--- src/rtl/cpu_mem_arbiter.sv ---
// cpu_mem_arbiter: merges the CPU fetch port and load/store port onto one
// pipelined Wishbone master. One transaction in flight, round-robin on ties,
// and a watchdog that aborts a hung bus cycle with an err pulse to the owner.
module cpu_mem_arbiter #(
    parameter int TIMEOUT = 255
) (
    input  logic        sys_clk,
    input  logic        sys_rst_n,
    // instruction fetch port
    input  logic        inst_cyc_in,
    input  logic        inst_stb_in,
    input  logic [31:0] inst_addr_in,
    output logic        inst_ack_out,
    output logic [31:0] inst_data_out,
    output logic        inst_stall_out,
    output logic        inst_err_out,
    // load/store port
    input  logic        data_stb_in,
    input  logic        data_we_in,
    input  logic [3:0]  data_be_in,
    input  logic [31:0] data_addr_in,
    input  logic [31:0] data_data_in,
    output logic        data_ack_out,
    output logic [31:0] data_data_out,
    output logic        data_err_out,
    // shared Wishbone master
    output logic        mem_cyc_out,
    output logic        mem_stb_out,
    output logic        mem_we_out,
    output logic [3:0]  mem_sel_out,
    output logic [31:0] mem_addr_out,
    output logic [31:0] mem_data_out,
    input  logic [31:0] mem_data_in,
    input  logic        mem_ack_in,
    input  logic        mem_stall_in
);

    typedef enum logic [1:0] {
        IDLE = 2'd0,
        REQ  = 2'd1,
        WAIT = 2'd2
    } state_t;

    localparam logic OWN_INST = 1'b0;
    localparam logic OWN_DATA = 1'b1;

    // Counter only needs to reach TIMEOUT; it never wraps because the
    // transaction is aborted the cycle it gets there.
    localparam int               CNT_W  = (TIMEOUT < 2) ? 1 : $clog2(TIMEOUT + 1);
    localparam logic [CNT_W-1:0] TO_VAL = CNT_W'(TIMEOUT);
    localparam logic             WD_EN  = (TIMEOUT != 0);

    state_t           state;
    state_t           state_nxt;
    logic             owner;
    logic             last;
    logic [CNT_W-1:0] wd_cnt;

    logic inst_req;
    logic data_req;
    logic busy;
    logic ack_hit;
    logic to_hit;
    logic grant;
    logic grant_data;

    assign inst_req   = inst_cyc_in & inst_stb_in;
    assign data_req   = data_stb_in;
    assign busy       = (state != IDLE);
    assign ack_hit    = busy & mem_ack_in;
    // Ack in the timeout cycle wins: the transaction completes normally.
    assign to_hit     = busy & WD_EN & (wd_cnt == TO_VAL) & ~mem_ack_in;
    assign grant      = (state == IDLE) & (inst_req | data_req);
    // On a tie the requester that did not win last time gets the bus.
    assign grant_data = data_req & (~inst_req | (last == OWN_INST));

    // Acks, errs and read data go straight through to the owning port.
    assign inst_ack_out   = ack_hit & (owner == OWN_INST);
    assign data_ack_out   = ack_hit & (owner == OWN_DATA);
    assign inst_err_out   = to_hit  & (owner == OWN_INST);
    assign data_err_out   = to_hit  & (owner == OWN_DATA);
    assign inst_data_out  = mem_data_in;
    assign data_data_out  = mem_data_in;
    assign inst_stall_out = inst_req & ~inst_ack_out;

    // Next-state: REQ holds the strobe until accepted; ack or timeout ends the cycle.
    always_comb begin
        state_nxt = state;
        case (state)
            IDLE: begin
                if (grant) state_nxt = REQ;
            end
            REQ: begin
                if (ack_hit || to_hit) state_nxt = IDLE;
                else if (!mem_stall_in) state_nxt = WAIT;
            end
            WAIT: begin
                if (ack_hit || to_hit) state_nxt = IDLE;
            end
            default: state_nxt = IDLE;
        endcase
    end

    // State, ownership, round-robin history and watchdog counter.
    always_ff @(posedge sys_clk or negedge sys_rst_n) begin
        if (!sys_rst_n) begin
            state  <= IDLE;
            owner  <= OWN_INST;
            last   <= OWN_INST;
            wd_cnt <= '0;
        end else begin
            state <= state_nxt;
            if (grant) begin
                owner  <= grant_data;
                last   <= grant_data;
                wd_cnt <= '0;
            end else if (busy && !ack_hit && WD_EN && (wd_cnt != TO_VAL)) begin
                wd_cnt <= wd_cnt + 1'b1;
            end
        end
    end

    // Registered bus outputs; qualifiers are captured once at grant and held.
    always_ff @(posedge sys_clk or negedge sys_rst_n) begin
        if (!sys_rst_n) begin
            mem_cyc_out  <= 1'b0;
            mem_stb_out  <= 1'b0;
            mem_we_out   <= 1'b0;
            mem_sel_out  <= 4'h0;
            mem_addr_out <= 32'h0;
            mem_data_out <= 32'h0;
        end else begin
            mem_cyc_out <= (state_nxt != IDLE);
            mem_stb_out <= (state_nxt == REQ);
            if (grant) begin
                mem_addr_out <= grant_data ? data_addr_in : inst_addr_in;
                mem_we_out   <= grant_data & data_we_in;
                mem_sel_out  <= grant_data ? data_be_in : 4'hF;
                mem_data_out <= grant_data ? data_data_in : 32'h0;
            end
        end
    end

endmodule

--- config.mk ---
export PLATFORM = sky130hd
export DESIGN_NAME = cpu_mem_arbiter
export DESIGN_NICKNAME = d
export VERILOG_FILES = /design/src/rtl/cpu_mem_arbiter.sv
export SDC_FILE = /design/constraint.sdc
export NUM_CORES = 1
export LEC_CHECK = 0
export ABC_AREA = 1
export CAP_MARGIN = 0
export CORE_AREA = 2 2 108 110
export DETAILED_ROUTE_END_ITERATION = 7
export DIE_AREA = 0 0 110 112
export DONT_BUFFER_PORTS = 1
export PLACE_DENSITY = 0.58
export SYNTH_ARGS = -nofsm -noshare
export SYNTH_HDL_FRONTEND = slang
export SYNTH_SLANG_ARGS = --single-unit
--- constraint.sdc ---
create_clock -name sys_clk -period 1.4 [get_ports sys_clk]
set_clock_uncertainty 0.15 [all_clocks]
set_input_delay 0.28 -clock sys_clk [delete_from_list [all_inputs] [get_ports sys_clk]]
set_output_delay 0.28 -clock sys_clk [all_outputs]
set_load 0.02 [all_outputs]
==> summary.txt, run 1 <==
Critical path
  • WP data required: 0.97 ns
  • Crit Path Category: flop to output pin
  • Crit start category: flop
  • Critical path peak fanout: 3
  • Crit. Startpoint: wd_cnt[1]
  • Worst reg2reg startpoint: state[0]
  • Critical Path End Type: output pin
  • WP data arrival: 1.39 ns

Die
  • CORE AREA: 11170 µm²
  • Initial core utilization: 0.3844
  • Die W: 110 µm
  • IO Count: 280
  • Die area: 12320 µm²
  • Die Y: 112 µm
  • FP Rows: 39

Place
  • Buffers added on ports: 0
  • Worst slack, placed: -0.1467 ns
  • DPL Wire Length: 7051 µm
  • Global placer's final weighted congestion: 0.8194

Logic synthesis
  • Sequential share of the synthesized area: 0.4777
  • Cell taking the most area after synthesis: dfrtp_1
  • Synth Instances: 571
  • Top post-synthesis cells by area: dfrtp_1, nand2_1, buf_4
  • Syn Area/Cell: 7.523 µm²
  • Netlist Area Pre-Place: 4295 µm²
  • Yosys warnings: 0
  • Synth Net Count: 712
  • Top cell type's share of synthesized area: 0.4777
  • Yosys reg bits: 82
  • Synth cell types: 20

Drt
  • Iteration-0 DRC Markers: 325
  • DRC: 0
  • Final wirelength: 13660 µm
  • Via-to-Cell Ratio: 4.997
  • Vias: 3878
  • Routed WL per cell: 17.60 µm
  • Post-route antenna net violation count: 0
  • DR pass1 iterations: 4

Layout
  • Share of layout cells above drive strength 1: 0.3160
  • Area delta synth->final: 47.31%
  • Register Area: 2052 µm²
  • Most frequent cells in the layout: nand2_1, dlygate4sd3_1, dfrtp_1
  • Area of the multi-input gates: 2137 µm²
  • ANT cells: 0
  • Most common library cell in the layout ignoring fill and taps: nand2_1
  • Fillers: 893
  • NumNets Final: 769

GRT
  • Total gr overflow: 0
  • Initial antenna violation count: 0
  • Number of global-route vias before repair: 3606
  • M2 GR Usage: 0.3186
  • GRT busiest layer: met2
  • Met1 Usage GRT: 0.2218
  • First-pass GRT wire length: 17930 µm
  • Met3 Use GR: 0.05738
  • Largest net degree at the start of global routing: 83
  • GR Util All Layers: 0.1892

Power
  • Sequential share of power: 0.426
  • Max VDD drop: 0.001016 V
  • P per Cell Area: 2110 nW/µm²
  • Sw Share: 0.4443
  • Internal: 7418 µW
  • P_leak: 0.003206 µW
  • NetSw: 5931 µW
  • Clk pwr share: 0.200
  • Combinational share of power: 0.374
  • Tot Pwr: 13350 µW

Clock tree
  • H-tree Lvls: 3
  • Worst-skew pair later-pin latency: 0.34 ns
  • Clock buffer count from CTS: 9
  • Hold buffers post-CTS: 83
  • TritonCTS clock tree: built
  • CTS max path bufs: 2
  • Root Driver: clkbuf_16
  • Clk pin slew, worst setup/hold paths: 0.07 ns
  • Clk sinks: 82

Flow run
  • Total of max-cap violations: 0

STA
  • Total Neg Setup Slack: -9.093 ns
  • Worst Tran Pin Value: 0.3758 ns
  • Shortest period the worst path allows: 1.822 ns
  • Slew margin rel.: 0.7495
  • Final Slew Violations: 0
  • Final setup margin: -0.4219 ns
  • Fin crit share: 1.301
  • Hold WS: -0.5146 ns
  • Final setup vio count: 86
  • Fmax achieved: 548.9 MHz
  • Final Hold Vio Count: 82
  • RSZ-0062 raised after global routing: true

Status
  • Failing checks: negative hold slack, negative setup slack
  • Status: finished, violations left

Hold path
  • HP Class: input port to async pin
## cell families after synthesis
kind of cell	Yosys count	share of synthesized area
AO/OA/AOI/OAI	40	0.04981
XOR/XNOR	2	0.004079
adder cells (fa/ha/maj)	1	0.002912
buffers and inverters	106	0.1620
flip-flops	82	0.4777
AND/OR/NAND/NOR	340	0.3035
## critical path, cell delays in order, from the launching register on
cell     delay (ns)
dfrtp_1        0.36
ha_2           0.21
nand2_4        0.06
nor2_4         0.11
nand3_4        0.12
nor2_4         0.20
## flip-flops by register name, indices dropped and copies added (netlist names)
| signal | count |
|---|---|
| mem_data_out | 32 |
| mem_we_out | 1 |
| mem_sel_out | 4 |
| mem_addr_out | 32 |
| wd_cnt | 8 |
| state | 2 |
| mem_cyc_out | 1 |
| last | 1 |
| mem_stb_out | 1 |
## stage by stage
| stage | std cells | util | hold slack (ns) | cell area [µm²] |
|---|---|---|---|---|
| 4_1_cts | 757 | 0.4870 | -0.5330 | 5441 |
| 6_report | 776 | 0.5662 | -0.5146 | 6327 |
| 3_5_place_dp | 653 | 0.3694 | -0.1637 | 4128 |
| 5_1_grt | 776 | 0.5662 | -0.5413 | 6327 |
| 2_1_floorplan | 571 | - | -0.1656 | 4333 |
| 3_3_place_gp | 653 | 0.3694 | -0.1631 | 4128 |
## routing by layer
layer  wire (µm)  vias to the layer above
li1            -                     1802
met1        5159                     1824
met2        7092                      221
met3        1135                       31
met4         271                        0
met5           0                        -
## what timing repair did
item,4_1_cts,5_1_grt
setup endpoints to repair,59,86
gates cloned,1,12
gates resized for setup,32,181
buffers inserted,4,10
hold endpoints to repair,147,82
pin swaps,10,57
## path summary, 6_finish.rpt
path | endpoint | slack [ns] | cells after the start
min in group sys_clk | mem_addr_out[0] | 0.02 | 4
worst max-delay path | data_err_out | -0.42 | 5
worst max register to register | mem_data_out[28] | -0.19 | 7
worst min-delay path | mem_data_out[1] | -0.51 | 0
max in group asynchronous | wd_cnt[0] | 1.41 | 0
worst min register to register | wd_cnt[6] | 0.37 | 2
## cell type report
class	count	share of cell area
clock buffers	9	0.03559
repair buffers	135	0.2452
inverters	17	0.01206
clock inverters	7	0.01681
well taps	143	0.02828
multi-input cells	383	0.3377
flip-flops and latches	82	0.3243
## Yosys cell counts (all sizes together)
master,count
a21oi,1
buf,85
clkbuf,4
dfrtp,82
ha,1
inv,17
nand2,296
nand3,10
nand4,2
nor2,32
o21ai,38
o21bai,1
xor2,2
## power by group through the flow
stage / combinational, µW / sequential (µW) / clock [µW]
4_1_cts: 3000 / 5520 / 2730
2_1_floorplan: 2120 / 5270 / 0
3_5_place_dp: 2490 / 5530 / 0
5_1_grt: 5400 / 5830 / 2850
3_3_place_gp: 2370 / 5530 / 0
6_report: 5000 / 5690 / 2670
Power figures use the tool's default switching activity.
==> run 2, diff against run 1 <==
--- a/config.mk
+++ b/config.mk
@@ -8,6 +8,7 @@
 export ABC_AREA = 1
 export CAP_MARGIN = 0
 export CORE_AREA = 2 2 108 110
+export CTS_BUF_LIST = sky130_fd_sc_hd__clkbuf_4
 export DETAILED_ROUTE_END_ITERATION = 7
 export DIE_AREA = 0 0 110 112
 export DONT_BUFFER_PORTS = 1
==> constraint.sdc (replaced) <==
create_clock -name sys_clk -period 1.4 [get_ports sys_clk]
set_clock_uncertainty 0.15 [all_clocks]
set_input_delay 0.42 -clock sys_clk [delete_from_list [all_inputs] [get_ports sys_clk]]
set_output_delay 0.42 -clock sys_clk [all_outputs]
set_load 0.02 [all_outputs]
==> summary.txt, run 2 (synthesis results as in run 1) <==
Layout
  • Area delta synth->final: 52.84%
  • Most frequent cells in the layout: nand2_1, nand2_2, dfrtp_2
  • Final cell count without fillers: 768
  • Final core utilization: 0.5875
  • Post-layout instance area: 6565 µm²
  • NumNets Final: 761
  • ANT cells: 0
  • Largest regs: mem_addr_out: 32 flops, mem_data_out: 32 flops, wd_cnt: 8 flops
  • Share of layout cells above drive strength 1: 0.5616
  • Most common library cell in the layout ignoring fill and taps: nand2_1
  • Fillers: 931

Power
  • P_leak: 0.003195 µW
  • Max VDD drop: 0.001158 V
  • P per Cell Area: 2110 nW/µm²

Clock tree
  • H-tree Lvls: 3
  • Clock buffer count from CTS: 9
  • Clk pin slew, worst setup/hold paths: 0.14 ns
  • CTS max path bufs: 2
  • Root Driver: clkbuf_4
  • TritonCTS clock tree: built
  • Hold buffers post-CTS: 41
  • Worst-skew pair later-pin latency: 0.43 ns
  • Clk sinks: 82

Drt
  • Vias: 3856
  • Final wirelength: 13860 µm
  • Via-to-Cell Ratio: 5.021
  • Routed WL per cell: 18.04 µm
  • Post-route antenna net violation count: 0
  • Iteration-0 DRC Markers: 183
  • DR pass1 iterations: 4
  • DRC: 0

Critical path
  • Worst path max stage delay: 0.44 ns
  • Crit start category: flop
  • Crit path top cell by count: nor2_4
  • Worst R2R Setup Slack: -0.37 ns
  • Worst reg2reg startpoint: wd_cnt[0]
  • WP data required: 0.83 ns
  • Crit-path cells: ha_4 > nand2_4 > nor2_4 > nand3_4 > nor2_4
  • Crit path depth: 5
  • Critical path peak fanout: 3
  • Capture point of the worst path: inst_err_out
  • Critical Path End Type: output pin
  • Worst path bufs/invs: 0
  • RR Endpoint: wd_cnt[5]
  • Reg2Reg Depth: 12
  • Crit Path Category: flop to output pin
  • WP data arrival: 1.59 ns
  • Crit. Startpoint: wd_cnt[0]
  • Slowest CP cell: dfrtp_1
  • Delay-heaviest family, CP: simple AND/OR/NAND/NOR gates

STA
  • Worst Tran Pin Value: 0.3504 ns
  • Final Hold Vio Count: 82
  • Final setup margin: -0.7570 ns
  • Slew margin rel.: 0.7655
  • Shortest period the worst path allows: 2.157 ns
  • Hold WS: -0.4913 ns
  • Final Slew Violations: 0
  • RSZ-0062 raised after global routing: true
  • Fin crit share: 1.541
  • Final setup vio count: 158
  • Fmax achieved: 463.6 MHz

GRT
  • Number of global-route vias before repair: 3969
  • First-pass GRT wire length: 19820 µm
  • Initial antenna violation count: 0
  • GR Util All Layers: 0.2113
  • Largest net degree at the start of global routing: 83
  • Total gr overflow: 0

Place
  • Worst slack, placed: -0.2677 ns
  • DPL Wire Length: 7083 µm
  • Global placer's final weighted congestion: 0.8034
  • Dpl cells: 664
  • Buffers added on ports: 0
  • Area post-placement: 4253 µm²

Die
  • Initial core utilization: 0.3844
  • IO Count: 280
  • Die Y: 112 µm
  • CORE AREA: 11170 µm²
  • Die W: 110 µm
  • Die area: 12320 µm²
  • FP Rows: 39

Status
  • Failing checks: negative hold slack, negative setup slack
  • Status: finished, violations left

Flow run
  • Total of max-cap violations: 0

Hold path
  • HP Class: input port to async pin
[run 2: changes by cell type in the layout (fill, tap and decap cells not counted), sizes merged]
| cell | change |
|---|---|
| buf | +39 |
| dlygate4sd3 | -42 |
| inv | -5 |
| clkinv | +2 |
| clkinvlp | +2 |
| clkbuf | -4 |
[run 2: cell type report]
cell class | instances | area [µm²] | share of cell area
multi-input combinational | 383 | 2361 | 0.3596
sequential | 82 | 2140 | 0.3259
timing repair buffer | 126 | 1617 | 0.2462
tap | 143 | 178.9 | 0.02725
inverter | 17 | 91.34 | 0.01391
clock buffer | 11 | 82.58 | 0.01258
clock inverter | 5 | 78.83 | 0.01201
timing repair inverter | 1 | 16.27 | 0.002478
[run 2: power breakdown]
group          leakage [µW]  switching (µW)  total [µW]  internal, µW
Combinational       0.00216            3040        6280          3240
Sequential         0.000956            2360        5990          3630
Clock             0.0000807             829        1590           760
[run 2: what timing repair did]
item	in CTS	in global routing
endpoints found under the setup margin	157	158
gates resized for setup	247	143
gates cloned	15	2
setup buffers	36	9
hold endpoints to repair	123	82
pin swaps	47	75
[run 2: metrics by stage]
step / total power [µW] / setup TNS (ns)
6_report: 13850 / -23.72
5_1_grt: 14590 / -30.50
4_1_cts: 12860 / -21.93
3_5_place_dp: 8269 / -10.21
3_3_place_gp: 8141 / -7.700
2_1_floorplan: 7400 / -0.5405
[run 2: worst min-delay path by stage]
stage                      end  cells after the start       from
4_1_cts        mem_data_out[0]                      0  sys_rst_n
3_5_place_dp   mem_data_out[0]                      0  sys_rst_n
3_3_place_gp   mem_data_out[0]                      0  sys_rst_n
6_report       mem_data_out[0]                      0  sys_rst_n
2_1_floorplan             last                      0  sys_rst_n
5_1_grt        mem_data_out[0]                      0  sys_rst_n
[run 2: metal layers]
| metal | track usage | vias to the layer above | share of wire |
|---|---|---|---|
| li1 | - | 1786 | - |
| met1 | 0.2403 | 1854 | 0.38 |
| met2 | 0.3791 | 174 | 0.52 |
| met3 | 0.04450 | 42 | 0.071 |
| met4 | 0.08186 | 0 | 0.022 |
| met5 | 0 | - | 0 |
